==> src/rtl/multicycle_ctrl.sv <==
// multicycle_ctrl: Moore control FSM for the multicycle MIPS datapath
module multicycle_ctrl #(
  parameter bit MEM_WAIT_EN = 1'b1
) (
  input  logic       clk,
  input  logic       reset,
  input  logic [5:0] opcode,
  input  logic       mem_ready,
  output logic       pc_write,
  output logic       pc_write_cond,
  output logic       i_or_d,
  output logic       mem_read,
  output logic       mem_write,
  output logic       ir_write,
  output logic       mem_to_reg,
  output logic       reg_dst,
  output logic       reg_write,
  output logic       alu_src_a,
  output logic [1:0] alu_src_b,
  output logic [1:0] alu_op,
  output logic [1:0] pc_source,
  output logic       illegal_op,
  output logic [3:0] state
);
  typedef enum logic [3:0] {
    IDLE      = 4'd0,
    FETCH     = 4'd1,
    DECODE    = 4'd2,
    MEM_ADDR  = 4'd3,
    MEM_READ  = 4'd4,
    MEM_WB    = 4'd5,
    MEM_WRITE = 4'd6,
    EXEC      = 4'd7,
    R_WB      = 4'd8,
    BRANCH    = 4'd9,
    JUMP      = 4'd10,
    ADDI_EX   = 4'd11,
    ADDI_WB   = 4'd12
  } state_t;
  localparam logic [5:0] OP_R = 6'b000000, OP_LW = 6'b100011, OP_SW = 6'b101011,
                         OP_BEQ = 6'b000100, OP_J = 6'b000010, OP_ADDI = 6'b001000;
  state_t st, nx;
  logic rdy;
  assign rdy = MEM_WAIT_EN ? mem_ready : 1'b1;
  // next-state selection; codes 13-15 fall back to FETCH
  always_comb begin
    nx = FETCH;
    case (st)
      IDLE:      nx = FETCH;
      FETCH:     nx = rdy ? DECODE : FETCH;
      DECODE:    nx = (opcode == OP_LW || opcode == OP_SW) ? MEM_ADDR :
                      (opcode == OP_R)    ? EXEC :
                      (opcode == OP_BEQ)  ? BRANCH :
                      (opcode == OP_J)    ? JUMP :
                      (opcode == OP_ADDI) ? ADDI_EX : FETCH;
      MEM_ADDR:  nx = (opcode == OP_SW) ? MEM_WRITE : MEM_READ;
      MEM_READ:  nx = rdy ? MEM_WB : MEM_READ;
      MEM_WRITE: nx = rdy ? FETCH : MEM_WRITE;
      EXEC:      nx = R_WB;
      ADDI_EX:   nx = ADDI_WB;
      default:   nx = FETCH;
    endcase
  end
  // state register; reset wins over every transition
  always_ff @(posedge clk)
    st <= reset ? IDLE : nx;
  // Moore output decode; only FETCH strobes and illegal_op see inputs
  always_comb begin
    pc_write      = (st == FETCH && rdy) || st == JUMP;
    pc_write_cond = st == BRANCH;
    i_or_d        = st == MEM_READ || st == MEM_WRITE;
    mem_read      = st == FETCH || st == MEM_READ;
    mem_write     = st == MEM_WRITE;
    ir_write      = st == FETCH && rdy;
    mem_to_reg    = st == MEM_WB;
    reg_dst       = st == R_WB;
    reg_write     = st == MEM_WB || st == R_WB || st == ADDI_WB;
    alu_src_a     = st == MEM_ADDR || st == EXEC || st == BRANCH || st == ADDI_EX;
    alu_src_b     = (st == FETCH) ? 2'd1 : (st == DECODE) ? 2'd3 :
                    (st == MEM_ADDR || st == ADDI_EX) ? 2'd2 : 2'd0;
    alu_op        = (st == EXEC) ? 2'd2 : (st == BRANCH) ? 2'd1 : 2'd0;
    pc_source     = (st == BRANCH) ? 2'd1 : (st == JUMP) ? 2'd2 : 2'd0;
    illegal_op    = st == DECODE && !(opcode == OP_LW || opcode == OP_SW || opcode == OP_R ||
                    opcode == OP_BEQ || opcode == OP_J || opcode == OP_ADDI);
    state         = st;
  end
endmodule

==> config.mk <==
export PLATFORM = sky130hd
export DESIGN_NAME = multicycle_ctrl
export DESIGN_NICKNAME = d
export VERILOG_FILES = /design/src/rtl/multicycle_ctrl.sv
export SDC_FILE = /design/constraint.sdc
export NUM_CORES = 1
export LEC_CHECK = 0
export BUFFER_PORTS_ARGS = -buffer_cell sky130_fd_sc_hd__buf_2
export CAP_MARGIN = 20
export CELL_PAD_IN_SITES_DETAIL_PLACEMENT = 0
export CELL_PAD_IN_SITES_GLOBAL_PLACEMENT = 1
export CORE_MARGIN = 3
export CORE_UTILIZATION = 29
export CTS_CLUSTER_SIZE = 30
export DETAILED_ROUTE_END_ITERATION = 6
export PLACE_DENSITY = 0.92
export SETUP_SLACK_MARGIN = 0.05
export SYNTH_ARGS = -nofsm -noshare
export SYNTH_HDL_FRONTEND = slang
export SYNTH_SLANG_ARGS = --single-unit
==> constraint.sdc <==
create_clock -name clk -period 3.31 [get_ports clk]
set_input_delay 0.4965 -clock clk [delete_from_list [all_inputs] [get_ports clk]]
set_output_delay 0.4965 -clock clk [all_outputs]
set_load 0.01 [all_outputs]
==> metrics <==
commonest non-fill, non-tap cells in the layout=29 x buf_2, 13 x nor2_1, 6 x nand2_1; MaxCap Viol Count=0; vias in the first global route=between 400 and 500; clk slew on worst S/H paths=40 ps; dpl cell area=637 um^2; 1st-pass router iterations=4; total number of vias=around 630; FF-to-FF setup slack=~1700 ps; Total Routed Length=1420 um; simple-gate portion of the synthesized area=about 40%; die area=0.00226 mm^2; top cell type's share of synthesized area=~16%; row cnt=14; peak supply drop=about 0.00023 V; Primary FF master, synth=dfxtp_1; EDFF count, synth=0; Diodes inserted=0; Reg-to-Reg End=state[1]; Hold Path Cell Cnt=2; gpl congestion=0.729; Starting DRT DRC Count=8; largest net degree at the start of global routing=18; leading area contributor after synthesis=dfxtp_1; Hold Crit Endpoint=state[0]; Synth Area in Compound Gates=approximately 33%; critical path class=register to output port; mapped cell area=about 500 um^2; hold_sp=reset; CTS Buf Count=3; RSZ-0062 raised after global routing=no; Synth Area in XOR/XNOR=under 10%; io pins=30; max reg flops=4; CP endpoint kind=output port; synthesized area per cell=approximately 6.5 um^2; static leakage=0.000310 uW; most common cell after layout, fill and taps aside=buf_2; Root Driver=clkbuf_4; IO Port Bufs=29; Adder-Cell Fraction of Synth Area=0%; R2R cell count=3; yosys synthesis warning count=0; Slew Viols, Final=0; largest family of logic cells by synthesized area=simple AND/OR/NAND/NOR gates; pwr dens=233 mW/mm^2; clk sink count=4; Worst setup SP type=register; # DRC=0; Final ANT Viol Nets=0; Post-CTS Resized=0; Final TNS setup=0 ps; HP Class=input port to register; layout cell share with drive strength beyond 1=~33%; Achievable Freq=447 MHz; detail-routed via count per cell=~5.3; core area=~0.0016 mm^2; R2R Path Start=state[1]; hold-fix buffers at CTS=0; Worst EP required=around 2800 ps; GR Overflow Total=0; Net Count, Synth=86; Area Growth Syn to Fin=32.1%; Seq/Total Area, Yosys=16.0%; Die X-Extent=around 47 um; die height=roughly 47 um; worst-margin pin slew=502 ps; Max Clock Skew=about 4.4 ps; status=finished, final reports clean; Final period util=between 60 and 70%; initial antenna violation count=0; Worst-Skew Late Latency=around 230 ps; gr usage total=between 10% and 20%; synth top area cells=dfxtp_1 16%, nor2_1 9.8%, nand2b_1 6.3%; Initial Util=32.0%; mux cell area share after synthesis=0%; Fin. Hold Viols=0; CTS tree=built; Max-slew headroom=about two thirds; Mapped Cells=77; wire per inst=~12 um; DP HPWL=around 1100 um; CP max FO=16; post-synth cell types=32; first-pass GRT wire length=roughly 2100 um; cell area after layout=roughly 660 um^2; fin crit period=2240 ps; critical path arrival=roughly 1700 ps; Post-CTS Setup Repair Bufs=0; share of synthesized registers carrying an async set or reset=0%; Final nets=114; Clock Tree Buf Depth=2; Setup violations, final=0; #FFs+latches synth=4; H-tree depth=1
[Yosys cell counts (2+ instances only)]
library cell,n
a21o_1,2
dfxtp_1,4
nor2_1,13
nand2b_1,5
a21oi_1,5
a21boi_0,3
nor2b_1,2
o21ai_0,4
nand2_1,6
clkbuf_1,4
nor3_1,5
nor3b_1,2
nand3_1,3
[logic make-up (layout without fill, tap and decap cells)]
kind of cell              after synthesis  count (layout)
AOI/OAI and AO/OA                      24              24
and+or+nand+nor                        39              39
DFF                                     4               4
xor gates and xnor gates                2               2
buffers and inverters                   8              34
[power breakdown]
group	leakage (uW)	internal, uW	switching, uW
combinational	0.000264	17.2	21.4
clock	0.0000138	40.5	19.2
sequential	0.0000326	49.9	5.68
total	0.000310	108	46.3
[routing by layer]
| metal | up-vias | wire length [um] | GRT usage [%] |
|---|---|---|---|
| met3 | 4 | 96 | 4.14 |
| met1 | 270 | 700 | 19.8 |
| met2 | 20 | 599 | 17.9 |
| li1 | 331 | - | - |
| met4 | 0 | 21 | 6.63 |
| met5 | - | 0 | 0 |
[per-stage QoR]
step | utilization, % | hold WS, ps | total power, uW | worst slack [ps] | std cells
floorplan | - | 566 | 78.4 | 1500 | 77
global placement | 40.9 | 666 | 94.1 | 1370 | 116
detailed placement | 40.9 | 674 | 95.0 | 1350 | 116
CTS | 42.3 | 427 | 157 | 1080 | 119
global route | 42.3 | 430 | 167 | 955 | 119
finish | 42.3 | 433 | 154 | 1070 | 119
[worst max path at each step]
stage / start / endpoint / slack [ps]
after floorplan: state[0] / pc_source[0] / 1500
after global placement: state[1] / illegal_op / 1370
after detailed placement: state[1] / illegal_op / 1350
after CTS: state[1] / illegal_op / 1080
after global routing: state[1] / illegal_op / 960
final: state[1] / illegal_op / 1070
[area by class of cell]
| cell class | count | area, um^2 |
|---|---|---|
| well taps | 16 | 20.0 |
| repair buffers | 29 | 145 |
| multi-input cells | 65 | 384 |
| flip-flops and latches | 4 | 80.1 |
| clock buffers | 3 | 22.5 |
| inverters | 2 | 7.51 |
| fillers | 178 | 900 |
[worst max-delay path, stage by stage, from the launching register on]
cell      delay, ps
dfxtp_1         590
or4b_4          540
a211oi_1        220
buf_2           160
(Power assumes the default switching activity.)
